[config.mk]
export PLATFORM = sky130hd
export DESIGN_NAME = muldiv_sequencer
export DESIGN_NICKNAME = d
export VERILOG_FILES = /design/src/rtl/muldiv_sequencer_pkg.sv /design/src/rtl/muldiv_step.sv /design/src/rtl/muldiv_sequencer.sv
export SDC_FILE = /design/constraint.sdc
export NUM_CORES = 1
export LEC_CHECK = 0
export CAP_MARGIN = 0
export CORE_MARGIN = 1
export CORE_UTILIZATION = 40
export DETAILED_ROUTE_END_ITERATION = 7
export PLACE_DENSITY_LB_ADDON = 0.05
export SLEW_MARGIN = 40
export SYNTH_ARGS = -nofsm -noshare
export SYNTH_HDL_FRONTEND = slang
export SYNTH_SLANG_ARGS = --single-unit
[constraint.sdc]
create_clock -name Clock -period 3.03 [get_ports Clock]
set_input_delay 0.303 -clock Clock [delete_from_list [all_inputs] [get_ports Clock]]
set_output_delay 0.303 -clock Clock [all_outputs]
set_load 0.05 [all_outputs]
[src/rtl/muldiv_sequencer_pkg.sv]
// muldiv_sequencer_pkg: op and state encodings plus iteration count shared by the
// HI/LO multiply/divide sequencer.
package muldiv_sequencer_pkg;
    localparam logic [1:0] MulDivOp_Div   = 2'b00;
    localparam logic [1:0] MulDivOp_Divu  = 2'b01;
    localparam logic [1:0] MulDivOp_Mult  = 2'b10;
    localparam logic [1:0] MulDivOp_Multu = 2'b11;
    localparam logic [5:0] MulDivIter     = 6'd32;

    typedef enum logic [1:0] {S_IDLE, S_CALC, S_FIX, S_DONE} state_t;

    function automatic logic op_signed(input logic [1:0] op);
        return op == MulDivOp_Div || op == MulDivOp_Mult;
    endfunction
endpackage

[src/rtl/muldiv_step.sv]
// muldiv_step: one restoring-division or shift-add-multiply iteration on a packed
// {upper, lower} accumulator. Multiply path exists only with MULDIV_MULT_EN.
module muldiv_step #(
    parameter int WIDTH = 32
) (
`ifdef MULDIV_MULT_EN
    input  logic               i_mul,
`endif
    input  logic [2*WIDTH-1:0] i_acc,
    input  logic [WIDTH-1:0]   i_b,
    output logic [2*WIDTH-1:0] o_acc
);
    logic [WIDTH:0]     w_top;
    logic               w_ge;
    logic [2*WIDTH-1:0] w_div;

    // Division: acc = {remainder, dividend/quotient}; the remainder never exceeds
    // 32 bits, so the modular 32-bit difference is exact whenever w_ge holds.
    assign w_top = i_acc[2*WIDTH-1:WIDTH-1];
    assign w_ge  = w_top >= {1'b0, i_b};
    assign w_div = w_ge ? {w_top[WIDTH-1:0] - i_b, i_acc[WIDTH-2:0], 1'b1}
                        : {i_acc[2*WIDTH-2:0], 1'b0};

`ifdef MULDIV_MULT_EN
    logic [WIDTH:0] w_sum;

    assign w_sum = {1'b0, i_acc[2*WIDTH-1:WIDTH]} + (i_acc[0] ? {1'b0, i_b} : '0);
    assign o_acc = i_mul ? {w_sum, i_acc[WIDTH-1:1]} : w_div;
`else
    assign o_acc = w_div;
`endif
endmodule

[src/rtl/muldiv_sequencer.sv]
// muldiv_sequencer: 33-cycle DIV/DIVU (and MULT/MULTU when MULDIV_MULT_EN is defined)
// that owns the HI/LO pair; MTHI/MTLO writes are taken only while not busy.
module muldiv_sequencer
    import muldiv_sequencer_pkg::*;
#(
    parameter int WIDTH = 32
) (
    input  logic             Clock,
    input  logic             Reset_n,
    input  logic             Start,
    input  logic [1:0]       Op,
    input  logic [WIDTH-1:0] A,
    input  logic [WIDTH-1:0] B,
    input  logic             HiWe,
    input  logic             LoWe,
    input  logic [WIDTH-1:0] WData,
    output logic             Busy,
    output logic             Done,
    output logic             DivByZero,
    output logic             IllegalOp,
    output logic [WIDTH-1:0] Hi,
    output logic [WIDTH-1:0] Lo
);
    state_t             r_state;
    logic [5:0]         r_cnt;
    logic [2*WIDTH-1:0] r_acc;
    logic [WIDTH-1:0]   r_b, r_hi, r_lo;
    logic               r_neg, r_neg_rem, r_bz, r_busy, r_done, r_dbz, r_ill;
    logic               w_open, w_legal, w_accept, w_sgn;
    logic [WIDTH-1:0]   w_ma, w_mb, w_quo, w_rem, w_fix_hi, w_fix_lo;
    logic [2*WIDTH-1:0] w_step;

    assign w_open   = r_state == S_IDLE || r_state == S_DONE;
    assign w_accept = Start && w_open && w_legal;
    assign w_sgn    = op_signed(Op);
    assign w_ma     = (w_sgn && A[WIDTH-1]) ? -A : A;
    assign w_mb     = (w_sgn && B[WIDTH-1]) ? -B : B;
    assign w_quo    = r_acc[WIDTH-1:0];
    assign w_rem    = r_acc[2*WIDTH-1:WIDTH];

`ifdef MULDIV_MULT_EN
    logic               r_mul;
    logic [2*WIDTH-1:0] w_prod;

    assign w_legal  = 1'b1;
    assign w_prod   = r_neg ? -r_acc : r_acc;
    assign w_fix_hi = r_mul ? w_prod[2*WIDTH-1:WIDTH] : (r_neg_rem ? -w_rem : w_rem);
    assign w_fix_lo = r_mul ? w_prod[WIDTH-1:0] : r_bz ? '1 : r_neg ? -w_quo : w_quo;
`else
    assign w_legal  = !Op[1];
    assign w_fix_hi = r_neg_rem ? -w_rem : w_rem;
    assign w_fix_lo = r_bz ? '1 : r_neg ? -w_quo : w_quo;
`endif

    muldiv_step #(.WIDTH(WIDTH)) u_step (
`ifdef MULDIV_MULT_EN
        .i_mul (r_mul),
`endif
        .i_acc (r_acc),
        .i_b   (r_b),
        .o_acc (w_step)
    );

    always_ff @(posedge Clock or negedge Reset_n) begin
        if (!Reset_n) begin
            r_state   <= S_IDLE;
            r_cnt     <= '0;
            r_acc     <= '0;
            r_b       <= '0;
            r_hi      <= '0;
            r_lo      <= '0;
            r_neg     <= 1'b0;
            r_neg_rem <= 1'b0;
            r_bz      <= 1'b0;
            r_busy    <= 1'b0;
            r_done    <= 1'b0;
            r_dbz     <= 1'b0;
            r_ill     <= 1'b0;
`ifdef MULDIV_MULT_EN
            r_mul     <= 1'b0;
`endif
        end else begin
            r_done <= 1'b0;
            r_dbz  <= 1'b0;
            r_ill  <= 1'b0;
            if (!r_busy && HiWe) r_hi <= WData;
            if (!r_busy && LoWe) r_lo <= WData;
            case (r_state)
                S_IDLE, S_DONE: begin
                    r_state <= S_IDLE;
                    r_ill   <= Start && !w_legal;
                    if (w_accept) begin
                        // Multiply keeps the multiplier in the low half and adds the multiplicand.
                        r_acc     <= {{WIDTH{1'b0}}, Op[1] ? w_mb : w_ma};
                        r_b       <= Op[1] ? w_ma : w_mb;
                        r_neg     <= w_sgn && (A[WIDTH-1] ^ B[WIDTH-1]);
                        r_neg_rem <= w_sgn && A[WIDTH-1];
                        r_bz      <= !Op[1] && B == '0;
`ifdef MULDIV_MULT_EN
                        r_mul     <= Op[1];
`endif
                        r_cnt     <= '0;
                        r_busy    <= 1'b1;
                        r_state   <= S_CALC;
                    end
                end
                S_CALC: begin
                    r_acc <= w_step;
                    r_cnt <= r_cnt + 6'd1;
                    if (r_cnt == MulDivIter - 6'd1) r_state <= S_FIX;
                end
                S_FIX: begin
                    r_hi    <= w_fix_hi;
                    r_lo    <= w_fix_lo;
                    r_done  <= 1'b1;
                    r_dbz   <= r_bz;
                    r_busy  <= 1'b0;
                    r_state <= S_DONE;
                end
            endcase
        end
    end

    assign Busy      = r_busy;
    assign Done      = r_done;
    assign DivByZero = r_dbz;
    assign IllegalOp = r_ill;
    assign Hi        = r_hi;
    assign Lo        = r_lo;
endmodule
==> run_results.csv <==
group,metric,value,unit
power,internal-power,0.0101,W
power,swShare,0.484,
die,start_util,0.412,
setup_path,crit_path_max_fanout,3,
power,power,0.0195,W
power,switching_power,0.00946,W
final_layout,drive_above_1_share,0.132,
routing,ant_nets,0,
cts,max-clock-path-buffers,2,
yosys,async_reset_ff_frac,1.00,
global_route,gr-total-overflow,0,
outcome,violations,"setup timing",
final_layout,area_growth,30.9,%
setup_path,slowest_stage,"or4_4",
die,die-area,0.0305,mm²
power,irDropWorstVdd,0.592,mV
final_layout,final_cells,2048,
power,pwr_density_cell,1250,mW/mm²
cts,ctsHtreeMaxLevel,4,
yosys,synth.avg_cell_area,8.44,µm²
cts,cts-buffers-inserted,17,
setup_path,slowest_delay,0.48,ns
sta,setup_ws,-0.00186,ns
yosys,ys_seq_area_frac,0.367,
sta,hold_violations,0,
yosys,ys_ff_latch,175,
setup_path,cp.required,3.35,ns
power,leakage,6.94,nW
sta,period_needed,3.03,ns
yosys,yosysWarnings,0,
yosys,netlist_area,0.0119,mm²
sta,relSlewSlack,0.543,
sta,tightestPinTransition,0.686,ns
final_layout,diodes,0,
global_route,grt_pass1_wl,59500,µm
die,dieHeight,175,µm
routing,drt-pass1-iter-count,5,
routing,routedWlPerCell,18.7,µm
setup_path,critPathBufInv,0,
power,p_comb_frac,0.663,
outcome,status,"finished, violations left",
setup_path,criticalPathCategory,"reg -> reg",
final_layout,final_nets,1794,
setup_path,cp_top_family,"simple AND/OR/NAND/NOR gates",
yosys,ys_types,63,
routing,viasPerCell,5.43,
routing,route.vias.total,11119,
placement,numPortBuffers,170,
yosys,syn-num-nets,1558,
final_layout,seq_area,0.00439,mm²
placement,placed_area,0.0148,mm²
final_layout,n_fill_cell,2795,
routing,drc,0,
die,num_io_pins,171,
cts,cts-root-buf,"clkbuf_16",
routing,routed_wirelength,38200,µm
final_layout,multi_input_area,0.00717,mm²
setup_path,start_kind,"flip-flop",
cts,cts_num_sinks,175,
power,clkPwrFrac,0.120,
cts,insertion_delay,0.44,ns
run,maxCapViolations,0,
final_layout,finalInstanceArea,0.0156,mm²
sta,rsz0062_at_grt,"yes",
yosys,synthCells,1415,
die,core,0.0290,mm²
routing,first_iter_violations,881,
die,die_w,175,µm
yosys,synth_top_flop_cell,"dfrtp_1",
cts,clkSlewWorstSetupHoldPaths,0.08,ns
setup_path,cp.arrival,3.36,ns
placement,hpwl,29500,µm
setup_path,worstPathCellList,"or3_4 -> or3_4 -> nand2b_4 -> or2_4 -> or4_4 -> or4_4 -> o41ai_4 -> xor2_1 -> o21ai_1",
global_route,first_global_vias,10469,
global_route,grtUsageTotal,0.251,
cts,cts_tree,"built",
sta,max_freq,0.330,GHz
power,pwr-share-seq,0.217,
yosys,synth_edf_count,0,
global_route,antenna_found_initial,0,
die,rows,62,
global_route,grt_max_degree,74,
setup_path,worst_setup_path_end_kind,"flip-flop",
min_path,hold_path_class,"in -> async",
sta,fin_skew,0.00875,ns
sta,setup_viol,1,
sta,slew_violations,0,
placement,placed_cells,2008,
setup_path,crit_cells,9,
sta,period_share,1.00,
placement,place_congestion,0.881,
setup_path,reg2reg_depth,9,
[cell usage in the layout, fill, tap and decap left out, types with 6 or more instances in the layout]
cell and n:
or3_1 16, nand2b_1 15, xor2_1 69, dfrtp_1 170, o22ai_1 14, nor2_1 87
a21o_1 10, xnor2_1 80, mux2i_1 65, and2_1 6, a211oi_1 14, o21ai_1 6
nand3_1 16, o21ai_0 161, buf_4 122, ha_1 36, nand4_1 11, inv_1 60
o41ai_1 12, o211ai_1 6, a21oi_1 104, mux2_2 7, nor3_1 19, nor2b_1 7
a22oi_1 30, clkbuf_16 18, clkdlybuf4s50_1 169, nand2_1 180, and3_1 7, nor4_1 8
or4_1 7, o21a_1 7, o31ai_1 16
[synthesized netlist by cell type (6+ instances only)]
cell type    n  area share
a211oi_1    15      0.0094
a21o_1      10      0.0063
a21oi_1    106       0.044
a22oi_1     30       0.019
a31oi_1      6      0.0031
and2_1       7      0.0037
and3_1       8      0.0042
buf_1        9      0.0028
clkbuf_1    71       0.022
dfrtp_1    175        0.37
ha_1        39       0.041
inv_1       62       0.019
mux2_2       7      0.0066
mux2i_1     65       0.054
nand2_1    180       0.057
nand2b_1    18      0.0094
nand3_1     16      0.0067
nand4_1     11      0.0058
nor2_1      88       0.028
nor2b_1      7      0.0037
nor3_1      19      0.0080
nor4_1       8      0.0042
o211ai_1     6      0.0038
o21a_1       9      0.0057
o21ai_0    167       0.070
o22ai_1     14      0.0073
o31ai_1     19       0.012
o41ai_1     12      0.0088
or3_1       18      0.0094
or4_1       10      0.0063
xnor2_1     80       0.059
xor2_1      69       0.051
[logic make-up (layout without fill, tap and decap cells)]
group	after synthesis	in the layout	synth area share
AOI/OAI and AO/OA	428	428	0.216
and+or+nand+nor	408	408	0.160
DFF	175	175	0.367
xor gates and xnor gates	149	149	0.109
buffers and inverters	143	392	0.0451
muxes	72	72	0.0611
adders and majority gates	40	40	0.0425
[repair_timing]
item	4_1_cts	5_1_grt
hold buffers	1	0
hold endpoints to repair	44	0
gates resized for setup	3	38
gates cloned	0	1
buffers inserted	2	4
pin swaps	0	8
endpoints found under the setup margin	3	46
[per-layer routing]
metal,vias to the layer above,track usage,wire length (µm)
li1,5488,-,-
met1,5250,0.380,18900
met2,357,0.381,16800
met3,24,0.0372,2210
met4,0,0.0467,335
met5,-,0,0
[power groups by stage]
| stage | clock (W) | combinational [W] | sequential [W] |
|---|---|---|---|
| 5_1_grt | 0.00249 | 0.0141 | 0.00436 |
| 6_report | 0.00235 | 0.0130 | 0.00424 |
| 2_1_floorplan | 0 | 0.00670 | 0.00538 |
| 3_3_place_gp | 0 | 0.0122 | 0.00422 |
| 4_1_cts | 0.00239 | 0.0123 | 0.00420 |
| 3_5_place_dp | 0 | 0.0122 | 0.00426 |
[registers in the layout (all words and copies together) (netlist names), 2 cells and up]
register  cells
r_acc        64
Hi           32
Lo           32
r_b          32
r_cnt         6
r_state       2
[layout make-up]
class                           count  area share
Inverter                           62      0.0149
Tap cell                          384      0.0307
Timing Repair Buffer              298       0.175
Clock buffer                       17      0.0272
Clock inverter                     15      0.0127
Multi-Input combinational cell   1097       0.459
Sequential cell                   175       0.281
[path summary, 6_finish.rpt]
path / slack (ns) / from / to
worst max-delay path: -0.002 / r_acc[37] / Hi[28]
worst min-delay path: 0.39 / Reset_n / r_acc[43]
worst max register to register: -0.002 / r_acc[37] / Hi[28]
worst min register to register: 0.48 / r_b[25] / r_b[25]
max in group asynchronous: 1.81 / Reset_n / r_neg
min in group Clock: 0.48 / r_b[25] / r_b[25]
[stage by stage]
stage	hold slack [ns]	TNS (ns)	util	setup WS, ns
floorplan	0.00741	0	-	0.0717
CTS	0.400	0	0.533	0.00378
detailed placement	0.285	-0.139	0.510	-0.0738
global placement	0.284	-0.0481	0.510	-0.0481
global route	0.425	-0.436	0.539	-0.0758
finish	0.393	-0.00186	0.539	-0.00186
(Power assumes the default switching activity.)
